$ cat src/rtl/dma_pkg.sv
// Shared types and default sizing for the DMA scheduler slice.
package dma_pkg;

  localparam int DEF_NUM_REQ   = 4;
  localparam int DEF_ADDR_W    = 32;
  localparam int DEF_LEN_W     = 16;
  localparam int DEF_ADDR_STEP = 4;

  typedef enum logic [1:0] {
    IDLE  = 2'd0,
    ISSUE = 2'd1,
    WAIT  = 2'd2,
    DONE  = 2'd3
  } state_e;

  typedef struct packed {
    logic [DEF_ADDR_W-1:0] src;
    logic [DEF_ADDR_W-1:0] dst;
    logic [DEF_LEN_W-1:0]  len;
  } desc_t;

endpackage

$ cat src/rtl/dma_scheduler_if.sv
// Requester, completion and DMA-datapath signals of the scheduler.
interface dma_scheduler_if
  import dma_pkg::*;
#(
  parameter int NUM_REQ = DEF_NUM_REQ,
  parameter int ADDR_W  = DEF_ADDR_W,
  parameter int LEN_W   = DEF_LEN_W
) ();
  localparam int IDX_W = $clog2(NUM_REQ);

  logic [NUM_REQ-1:0]        req_valid;
  logic [NUM_REQ-1:0]        req_ready;
  logic [NUM_REQ*ADDR_W-1:0] req_src;
  logic [NUM_REQ*ADDR_W-1:0] req_dst;
  logic [NUM_REQ*LEN_W-1:0]  req_len;
  logic [NUM_REQ-1:0]        cmp_valid;
  logic                      cmp_err;
  logic                      abort;
  logic                      dma_start;
  logic [ADDR_W-1:0]         dma_src;
  logic [ADDR_W-1:0]         dma_dst;
  logic                      dma_done;
  logic                      busy;
  logic [IDX_W-1:0]          grant_id;

  modport slave (
    input  req_valid, req_src, req_dst, req_len, abort, dma_done,
    output req_ready, cmp_valid, cmp_err, dma_start, dma_src, dma_dst, busy, grant_id
  );

  modport master (
    output req_valid, req_src, req_dst, req_len, abort, dma_done,
    input  req_ready, cmp_valid, cmp_err, dma_start, dma_src, dma_dst, busy, grant_id
  );

endinterface

$ cat src/rtl/dma_scheduler_rr_arbiter.sv
// Combinational round-robin arbiter: first request at or above ptr, wrapping.
module rr_arbiter #(
  parameter int N = 4,
  localparam int IDX_W = $clog2(N)
) (
  input  logic [N-1:0]     req,
  input  logic [IDX_W-1:0] ptr,
  output logic [N-1:0]     grant,
  output logic [IDX_W-1:0] grant_idx,
  output logic             grant_any
);

  logic [2*N-1:0]   dbl_s;
  logic [N-1:0]     rot_s;
  logic [IDX_W-1:0] off_s;
  logic [IDX_W:0]   sum_s;
  logic [IDX_W:0]   wrap_s;

  // Rotate so bit k is requester (ptr+k) mod N, then pick the lowest set offset.
  always_comb begin
    dbl_s     = {req, req} >> ptr;
    rot_s     = dbl_s[N-1:0];
    off_s     = '0;
    grant_any = 1'b0;
    for (int k = N - 1; k >= 0; k--) begin
      off_s     = rot_s[k] ? IDX_W'(k) : off_s;
      grant_any = grant_any | rot_s[k];
    end
    sum_s     = {1'b0, ptr} + {1'b0, off_s};
    wrap_s    = sum_s - (IDX_W+1)'(N);
    grant_idx = (sum_s >= (IDX_W+1)'(N)) ? wrap_s[IDX_W-1:0] : sum_s[IDX_W-1:0];
    grant     = grant_any ? ({{(N-1){1'b0}}, 1'b1} << grant_idx) : {N{1'b0}};
  end

endmodule

$ cat src/rtl/dma_scheduler.sv
// Round-robin owner of the DMA datapath: accepts one descriptor at a time and
// drives it word by word through start/done handshakes.
module dma_scheduler
  import dma_pkg::*;
#(
  parameter int NUM_REQ   = DEF_NUM_REQ,
  parameter int ADDR_W    = DEF_ADDR_W,
  parameter int LEN_W     = DEF_LEN_W,
  parameter int ADDR_STEP = DEF_ADDR_STEP
) (
  input  logic           clk,
  input  logic           rst,
  dma_scheduler_if.slave bus
);

  localparam int IDX_W = $clog2(NUM_REQ);
  localparam logic [ADDR_W-1:0] STEP = ADDR_W'(ADDR_STEP);

  state_e              state_r, state_s;
  logic [ADDR_W-1:0]   src_r, dst_r;
  logic [LEN_W-1:0]    rem_r;
  logic [IDX_W-1:0]    grant_r, ptr_r;
  logic                err_r;

  logic [NUM_REQ-1:0]  grant_oh_s;
  logic [IDX_W-1:0]    grant_idx_s, ptr_next_s;
  logic                grant_any_s, take_s;
  logic [ADDR_W-1:0]   sel_src_s, sel_dst_s;
  logic [LEN_W-1:0]    sel_len_s;

  rr_arbiter #(.N(NUM_REQ)) u_arb (
    .req       (bus.req_valid),
    .ptr       (ptr_r),
    .grant     (grant_oh_s),
    .grant_idx (grant_idx_s),
    .grant_any (grant_any_s)
  );

  assign take_s     = (state_r == IDLE) && grant_any_s;
  assign ptr_next_s = (grant_idx_s == IDX_W'(NUM_REQ - 1)) ? '0 : grant_idx_s + IDX_W'(1);

  // One-hot descriptor mux for the granted requester.
  always_comb begin
    sel_src_s = '0;
    sel_dst_s = '0;
    sel_len_s = '0;
    for (int i = 0; i < NUM_REQ; i++) begin
      sel_src_s |= {ADDR_W{grant_oh_s[i]}} & bus.req_src[i*ADDR_W +: ADDR_W];
      sel_dst_s |= {ADDR_W{grant_oh_s[i]}} & bus.req_dst[i*ADDR_W +: ADDR_W];
      sel_len_s |= {LEN_W{grant_oh_s[i]}}  & bus.req_len[i*LEN_W +: LEN_W];
    end
  end

  // Next-state logic; abort takes priority over a coincident dma_done.
  always_comb begin
    state_s = state_r;
    case (state_r)
      IDLE: begin
        if (take_s) begin
          state_s = (sel_len_s == '0) ? DONE : ISSUE;
        end else begin
          state_s = IDLE;
        end
      end
      ISSUE: begin
        if (bus.abort) begin
          state_s = DONE;
        end else begin
          state_s = WAIT;
        end
      end
      WAIT: begin
        if (bus.abort) begin
          state_s = DONE;
        end else if (bus.dma_done) begin
          state_s = (rem_r == LEN_W'(1)) ? DONE : ISSUE;
        end else begin
          state_s = WAIT;
        end
      end
      DONE:    state_s = IDLE;
      default: state_s = IDLE;
    endcase
  end

  // State register.
  always_ff @(posedge clk or posedge rst) begin
    if (rst) begin
      state_r <= IDLE;
    end else begin
      state_r <= state_s;
    end
  end

  // Descriptor latch, word counter, address stepping and abort flag.
  always_ff @(posedge clk or posedge rst) begin
    if (rst) begin
      src_r   <= '0;
      dst_r   <= '0;
      rem_r   <= '0;
      grant_r <= '0;
      ptr_r   <= '0;
      err_r   <= 1'b0;
    end else begin
      case (state_r)
        IDLE: begin
          if (take_s) begin
            src_r   <= sel_src_s;
            dst_r   <= sel_dst_s;
            rem_r   <= sel_len_s;
            grant_r <= grant_idx_s;
            ptr_r   <= ptr_next_s;
            err_r   <= 1'b0;
          end
        end
        ISSUE: begin
          if (bus.abort) err_r <= 1'b1;
        end
        WAIT: begin
          if (bus.abort) begin
            err_r <= 1'b1;
          end else if (bus.dma_done) begin
            rem_r <= rem_r - LEN_W'(1);
            src_r <= src_r + STEP;
            dst_r <= dst_r + STEP;
          end
        end
        default: err_r <= err_r;
      endcase
    end
  end

  assign bus.req_ready = ((state_r == IDLE) && !rst) ? grant_oh_s : '0;
  assign bus.dma_start = (state_r == ISSUE);
  assign bus.dma_src   = src_r;
  assign bus.dma_dst   = dst_r;
  assign bus.busy      = (state_r != IDLE);
  assign bus.grant_id  = grant_r;
  assign bus.cmp_err   = (state_r == DONE) && err_r;
  assign bus.cmp_valid = (state_r == DONE) ? ({{(NUM_REQ-1){1'b0}}, 1'b1} << grant_r) : '0;

endmodule

$ cat src/flat_wrapper.sv
// flat-port wrapper written by rule: the top's interface ports become plain ports
module dma_scheduler_flat import dma_pkg::*;
#(
  parameter int NUM_REQ   = DEF_NUM_REQ,
  parameter int ADDR_W    = DEF_ADDR_W,
  parameter int LEN_W     = DEF_LEN_W,
  parameter int ADDR_STEP = DEF_ADDR_STEP
)
  (clk, rst, bus_req_valid, bus_req_src, bus_req_dst, bus_req_len, bus_abort, bus_dma_done, bus_req_ready, bus_cmp_valid, bus_cmp_err, bus_dma_start, bus_dma_src, bus_dma_dst, bus_busy, bus_grant_id);
  dma_scheduler_if #(.NUM_REQ(NUM_REQ), .ADDR_W(ADDR_W), .LEN_W(LEN_W)) bus_i ();
  input  logic clk;
  input  logic rst;
  input wire logic [$bits(bus_i.req_valid)-1:0] bus_req_valid;
  input wire logic [$bits(bus_i.req_src)-1:0] bus_req_src;
  input wire logic [$bits(bus_i.req_dst)-1:0] bus_req_dst;
  input wire logic [$bits(bus_i.req_len)-1:0] bus_req_len;
  input wire logic [$bits(bus_i.abort)-1:0] bus_abort;
  input wire logic [$bits(bus_i.dma_done)-1:0] bus_dma_done;
  output wire logic [$bits(bus_i.req_ready)-1:0] bus_req_ready;
  output wire logic [$bits(bus_i.cmp_valid)-1:0] bus_cmp_valid;
  output wire logic [$bits(bus_i.cmp_err)-1:0] bus_cmp_err;
  output wire logic [$bits(bus_i.dma_start)-1:0] bus_dma_start;
  output wire logic [$bits(bus_i.dma_src)-1:0] bus_dma_src;
  output wire logic [$bits(bus_i.dma_dst)-1:0] bus_dma_dst;
  output wire logic [$bits(bus_i.busy)-1:0] bus_busy;
  output wire logic [$bits(bus_i.grant_id)-1:0] bus_grant_id;
  assign bus_i.req_valid = bus_req_valid;
  assign bus_i.req_src = bus_req_src;
  assign bus_i.req_dst = bus_req_dst;
  assign bus_i.req_len = bus_req_len;
  assign bus_i.abort = bus_abort;
  assign bus_i.dma_done = bus_dma_done;
  assign bus_req_ready = bus_i.req_ready;
  assign bus_cmp_valid = bus_i.cmp_valid;
  assign bus_cmp_err = bus_i.cmp_err;
  assign bus_dma_start = bus_i.dma_start;
  assign bus_dma_src = bus_i.dma_src;
  assign bus_dma_dst = bus_i.dma_dst;
  assign bus_busy = bus_i.busy;
  assign bus_grant_id = bus_i.grant_id;
  dma_scheduler #(.NUM_REQ(NUM_REQ), .ADDR_W(ADDR_W), .LEN_W(LEN_W), .ADDR_STEP(ADDR_STEP)) u_core (.clk(clk), .rst(rst), .bus(bus_i));
endmodule
$ cat config.mk
export PLATFORM = sky130hd
export DESIGN_NAME = dma_scheduler_flat
export DESIGN_NICKNAME = d
export VERILOG_FILES = /design/src/rtl/dma_pkg.sv /design/src/rtl/dma_scheduler_if.sv /design/src/rtl/dma_scheduler_rr_arbiter.sv /design/src/rtl/dma_scheduler.sv /design/src/flat_wrapper.sv
export SDC_FILE = /design/constraint.sdc
export NUM_CORES = 1
export LEC_CHECK = 0
export ABC_AREA = 0
export CORE_AREA = 2 2 157 159
export CTS_BUF_LIST = sky130_fd_sc_hd__clkbuf_4
export CTS_CLUSTER_DIAMETER = 150
export CTS_CLUSTER_SIZE = 24
export DETAILED_ROUTE_END_ITERATION = 16
export DIE_AREA = 0 0 159 161
export PLACE_DENSITY = 0.65
export SYNTH_ARGS = -nofsm -noshare
export SYNTH_HDL_FRONTEND = slang
export SYNTH_SLANG_ARGS = --single-unit
$ cat constraint.sdc
create_clock -name clk -period 10.6 [get_ports clk]
set_input_delay 1.06 -clock clk [delete_from_list [all_inputs] [get_ports clk]]
set_output_delay 1.06 -clock clk [all_outputs]
set_load 0.02 [all_outputs]
# Word-level counts from Yosys, hierarchy flattened
# Cells that the tools add are included.
# W data, S select, Z words.
[classes]
order_cmp = 1
mux = 31
reduce_logical = 13
multipliers = 0
eq_ne = 9
shifts = 3
bitwise_logic = 24
n_div = 0
addsub = 6
[op_table]
columns = ["op", "count"]
rows = [
  ["$and A32 B32 Y32", 8],
  ["$mux W32", 6],
  ["$or A32 B32 Y32", 6],
  ["$pmux W32 S2", 2],
  ["$add A32 B3 Y32 const B", 2],
  ["$and A16 B16 Y16", 4],
  ["$mux W16", 3],
  ["$or A16 B16 Y16", 3],
  ["$pmux W16 S2", 1],
  ["$mux W2", 11],
  ["$eq A16 B1 Y1 const B", 1],
  ["$logic_not A16 Y1", 1],
  ["$sub A16 B1 Y16 const B", 1],
  ["$mux W4", 3],
  ["$pmux W2 S4", 1],
  ["$shl A1 B2 Y4 const A", 2],
  ["$shr A8 B2 Y4", 1],
  ["$eq A2 B2 Y1 const B", 3],
  ["$reduce_bool A2 Y1", 3],
  ["$ne A2 B1 Y1 const B", 2],
  ["$ne A2 B2 Y1 const B", 2],
  ["$reduce_and A4 Y1", 1],
  ["$add A2 B2 Y3", 1],
  ["$ge A3 B3 Y1 const B", 1],
  ["other kinds (12)", 18],
]
[word_totals]
ram_bits = 0
latch_bits = 0
n_memories = 0
rom_bits = 0
regBits = 87

# Depth between registers and ports, before layout
[logic_depth]
word_depth = 18
ltp_mapped = 18
mapped_depth_nobuf = 15

# Hierarchy
# A second synthesis with hierarchy kept.
[hier_totals]
hier_cells = 910
hier_area_um2 = 7196.9
[by_module_without_submodules]
columns = ["mod", "area_per_inst_um2", "cells_each", "n_inst", "seq_area_each_um2"]
rows = [
  ["dma_scheduler", 6935.4, 872, 1, 2177.1],
  ["rr_arbiter", 261.5, 38, 1, 0.0],
]

# Least setup slack after synthesis
# OpenSTA, ideal clock, no wires.
[synth_path]
kind = "input-to-output"
from = "input port bus_req_valid[2]"
to = "output port bus_req_ready[3]"
t_required_ns = 9.540
cell_stages = 15
slack_ns = 5.082
arrival_ns = 4.458
path_buffers = 6
cell_sequence = "buf_4 or4_1 o2111ai_1 ha_1 xor2_1 xnor2_4 inv_2 buf_6 buf_2 ha_1 and2_1 buf_2 buf_1 clkbuf_1 and3_1"
[synth_between]
elab_chain_cells = 11
[synth_lines]
columns = ["element", "line", "source"]
rows = [
  ["start, declared", "flat_wrapper.sv:13", "input wire logic [$bits(bus_i.req_valid)-1:0] bus_req_valid;"],
  ["$shr A8 B2 Y4 *", "dma_scheduler_rr_arbiter.sv:21", "dbl_s = {req, req} >> ptr;"],
  ["$mux W2 (4 in a row)", "dma_scheduler_rr_arbiter.sv:26", "off_s = rot_s[k] ? IDX_W'(k) : off_s;"],
  ["$add A2 B2 Y3", "dma_scheduler_rr_arbiter.sv:29", "sum_s = {1'b0, ptr} + {1'b0, off_s};"],
  ["$ge A3 B3 Y1 / $sub A2 B1 Y2 (equally long branches)", "dma_scheduler_rr_arbiter.sv:31, dma_scheduler_rr_arbiter.sv:30", ""],
  ["$mux W2", "dma_scheduler_rr_arbiter.sv:31", "grant_idx = (sum_s >= (IDX_W+1)'(N)) ? wrap_s[IDX_W-1:0] : sum_s[IDX_W-1:0];"],
  ["$shl A1 B2 Y4", "dma_scheduler_rr_arbiter.sv:32", "grant = grant_any ? ({{(N-1){1'b0}}, 1'b1} << grant_idx) : {N{1'b0}};"],
  ["$mux W4 *", "dma_scheduler_rr_arbiter.sv:32", ""],
  ["$mux W4 *", "dma_scheduler.sv:133", "assign bus.req_ready = ((state_r == IDLE) && !rst) ? grant_oh_s : '0;"],
  ["end, declared", "flat_wrapper.sv:19", "output wire logic [$bits(bus_i.req_ready)-1:0] bus_req_ready;"],
]
# Mark *: on every way between the ends. The rest lies on a longest branch, timed or not.

# Final worst setup path
[layout_path]
from = "input port bus_req_valid[1]"
to = "output port bus_req_ready[3]"
# Same word-level chain as after synthesis.

==> impl_metrics.sql <==
INSERT INTO impl_metrics (metric_group, metric, value, unit) VALUES
('synthesis', 'synth_seq_area_share', '30.46', '%'),
('power', 'power.share.switching', '53.52', '%'),
('clock_tree', 'cts-root-to-sink-buffers', '2', ''),
('clock_tree', 'clk_latency', '0.47', 'ns'),
('timing', 'worst_slew_pin_slew', '0.9358', 'ns'),
('critical_path', 'cpMaxStageDelayCell', 'sky130_fd_sc_hd__and2_4', ''),
('synthesis', 'post_synth.cell_area_avg', '8.050', 'sq um'),
('synthesis', 'ys_dominant_reg_cell', 'sky130_fd_sc_hd__dfrtp_1', ''),
('synthesis', 'syn-cell-area', '7148', 'sq um'),
('clock_tree', 'post_cts_gate_resize_count', '0', ''),
('global_route', 'grt_start_max_net_pins', '77', ''),
('placement', 'dpl.hpwl', '25770', 'um'),
('timing', 'clock_skew', '0.02587', 'ns'),
('die', 'num_rows', '57', ''),
('synthesis', 'synthesis.yosys.warnings', '0', ''),
('power', 'share_seq_of_total_power', '19.4', '%'),
('timing', 'hold_violations', '0', ''),
('timing', 'setup_viol_count_final', '0', ''),
('power', 'leakage', '4.367', 'nW'),
('power', 'power.density_cell_area', '340.2', 'nW/um^2'),
('final_layout', 'areaGrowthSynthToFinish', '61.49', '%'),
('timing', 'final.hold.worst_slack', '0.5254', 'ns'),
('critical_path', 'worst-setup-path-type', 'primary input to primary output', ''),
('power', 'comb_power_share', '75.5', '%'),
('die', 'floorplan.die.height', '161', 'um'),
('synthesis', 'netlist_top_cells_area', 'sky130_fd_sc_hd__dfrtp_1 30%, sky130_fd_sc_hd__a221oi_1 6.9%, sky130_fd_sc_hd__nand2_1 5.5%', ''),
('drt', 'drc_errors', '0', ''),
('power', 'peakVddDrop', '0.0001504', 'V'),
('final_layout', 'post_route_cells_drive_above_1_share', '4.103', '%'),
('power', 'intPower', '0.001825', 'W'),
('status', 'outcome', 'finished clean', ''),
('timing', 'setup_repair_after_global_routing_missed_its_margin', 'false', ''),
('placement', 'place_worst_setup_slack', '3.835', 'ns'),
('timing', 'final_period_minus_worst_setup_slack', '6.843', 'ns'),
('critical_path', 'critical_path.startpoint_type', 'primary input', ''),
('drt', 'vias', '9014', ''),
('critical_path', 'critical_path.cell_chain', 'clkdlybuf4s50_1 -> inv_1 -> nor3_1 -> a31oi_1 -> o2111ai_1 -> ha_1 -> xor2_1 -> xnor2_4 -> inv_2 -> ha_1 -> and2_4 -> and3_1 -> clkdlybuf4s50_1', ''),
('final_layout', 'final-seq-area', '2177', 'sq um'),
('timing', 'final-max-slew-violation-count', '0', ''),
('placement', 'io_buffer_count', '404', ''),
('synthesis', 'synth-edff-count', '0', ''),
('timing', 'totalNegativeSetupSlack', '0', 'ns'),
('synthesis', 'synth_top_area_share', '30.46', '%'),
('power', 'power_frac_clock', '5.2', '%'),
('synthesis', 'ys_async_sr_fraction', '100.0', '%'),
('synthesis', 'synth_area_leader_cell', 'sky130_fd_sc_hd__dfrtp_1', ''),
('power', 'p_sw', '0.002102', 'W'),
('placement', 'gp_congestion', '0.8998', ''),
('critical_path', 'timing.critical_path.fanout_max', '76', ''),
('drt', 'route.detailed.wl_per_inst', '21.80', 'um'),
('drt', 'routed_wirelength', '34220', 'um'),
('synthesis', 'synthCells', '888', ''),
('clock_tree', 'h-tree-depth', '3', ''),
('die', 'floorplan.die_area', '25600', 'sq um'),
('global_route', 'antenna_found_initial', '4', ''),
('critical_path', 'kind_of_cell_adding_the_most_delay_to_the_critical_path', 'buffers and inverters', ''),
('final_layout', 'num-nets-final', '1579', ''),
('clock_tree', 'ctsRootBufferMaster', 'sky130_fd_sc_hd__clkbuf_4', ''),
('global_route', 'vias_in_the_first_global_route', '8836', ''),
('global_route', 'track_usage', '25.81', '%'),
('drt', 'first_pass_iters', '6', ''),
('global_route', 'grt_first_pass_wirelength', '51750', 'um'),
('critical_path', 'worst-endpoint-arrival', '5.78', 'ns'),
('drt', 'detailedRoute.firstIterationViolations', '653', ''),
('die', 'io_pins', '405', ''),
('critical_path', 'timing.critical_path.to_type', 'primary output', ''),
('timing', 'fmax', '0.1461', 'GHz'),
('clock_tree', 'numClockSinks', '87', ''),
('timing', 'fin_crit_sh', '64.56', '%'),
('clock_tree', 'worst_setup_hold_path_clk_slew', '0.14', 'ns'),
('drt', 'postRouteAntennaNets', '0', '');
==> flip-flops by register name (all words and copies together), names as in the netlist <==
| register | flops |
|---|---|
| u_core.state_r | 2 |
| u_core.bus.dma_src | 32 |
| u_core.ptr_r | 2 |
| u_core.rem_r | 16 |
| u_core.bus.dma_dst | 32 |
| u_core.err_r | 1 |
| u_core.bus.grant_id | 2 |
==> cell families (layout without fill, tap and decap cells) <==
| family | count (synthesis) | after routing | synth area share, % |
|---|---|---|---|
| and+or+nand+nor | 282 | 282 | 18.99 |
| AOI/OAI and AO/OA | 384 | 384 | 38.39 |
| buffers and inverters | 95 | 450 | 5.741 |
| DFF | 87 | 87 | 30.46 |
| muxes | 25 | 25 | 3.693 |
| xor gates and xnor gates | 3 | 3 | 0.6302 |
| other | 0 | 3 | 0 |
| adders and majority gates | 12 | 12 | 2.100 |
==> layout make-up <==
type                    instances  area share [%]
diodes                          3         0.06503
inverters                      20          0.6720
multi-input cells             706           40.02
clock buffers                  11          0.7154
well taps                     324           3.512
flip-flops and latches         87           18.86
repair buffers                415           35.75
clock inverters                 4          0.4119
==> power by group through the flow <==
| stage | Combinational [W] | Clock, W | Sequential [W] |
|---|---|---|---|
| 6_report | 0.00296 | 0.000203 | 0.000760 |
| 2_1_floorplan | 0.00183 | 0 | 0.000838 |
| 3_3_place_gp | 0.00295 | 0 | 0.000753 |
| 5_1_grt | 0.00324 | 0.000223 | 0.000788 |
| 3_5_place_dp | 0.00297 | 0 | 0.000761 |
| 4_1_cts | 0.00298 | 0.000211 | 0.000755 |
==> layer usage <==
layer  vias up  part of all wire [%]  track usage [%]
met5         -                 0.038                0
met4         2                   2.9            10.17
met3        64                   6.6            5.367
met2       412                    50            44.98
met1      4319                    41            31.28
li1       4217                     -                -
==> through the flow <==
step | utilization, % | power (W) | instances | instance area [sq um]
floorplan | - | 0.002665 | 888 | 7148
global placement | 47.60 | 0.003698 | 1552 | 11410
detailed placement | 47.60 | 0.003726 | 1552 | 11410
CTS | 48.14 | 0.003945 | 1567 | 11540
global route | 48.17 | 0.004250 | 1570 | 11540
finish | 48.17 | 0.003927 | 1570 | 11540
==> cells in the final DEF (no fill, tap or decap), types with 32 or more instances in the layout <==
cell type                         count
sky130_fd_sc_hd__clkdlybuf4s50_1    404
sky130_fd_sc_hd__nand2_1            105
sky130_fd_sc_hd__dfrtp_1             87
sky130_fd_sc_hd__a21oi_1             75
sky130_fd_sc_hd__o21ai_0             64
sky130_fd_sc_hd__a221oi_1            56
sky130_fd_sc_hd__a22oi_1             48
sky130_fd_sc_hd__nor2_1              48
sky130_fd_sc_hd__nand3_1             39
sky130_fd_sc_hd__a22o_1              32
==> worst paths after layout <==
path	start	endpoint	slack, ns	depth (start not counted)
setup / recovery	bus_req_valid[1]	bus_req_ready[3]	3.76	13
hold / removal	u_core.bus.dma_dst[1]	u_core.bus.dma_dst[1]	0.53	1
setup reg to reg	u_core.ptr_r[0]	u_core.state_r[1]	6.15	12
hold reg to reg	u_core.bus.dma_dst[1]	u_core.bus.dma_dst[1]	0.53	1
max in group asynchronous	rst	u_core.bus.dma_dst[14]	8.47	3
min in group asynchronous	rst	u_core.bus.grant_id[1]	1.00	2
No activity file was read; power rests on OpenSTA's default activity.
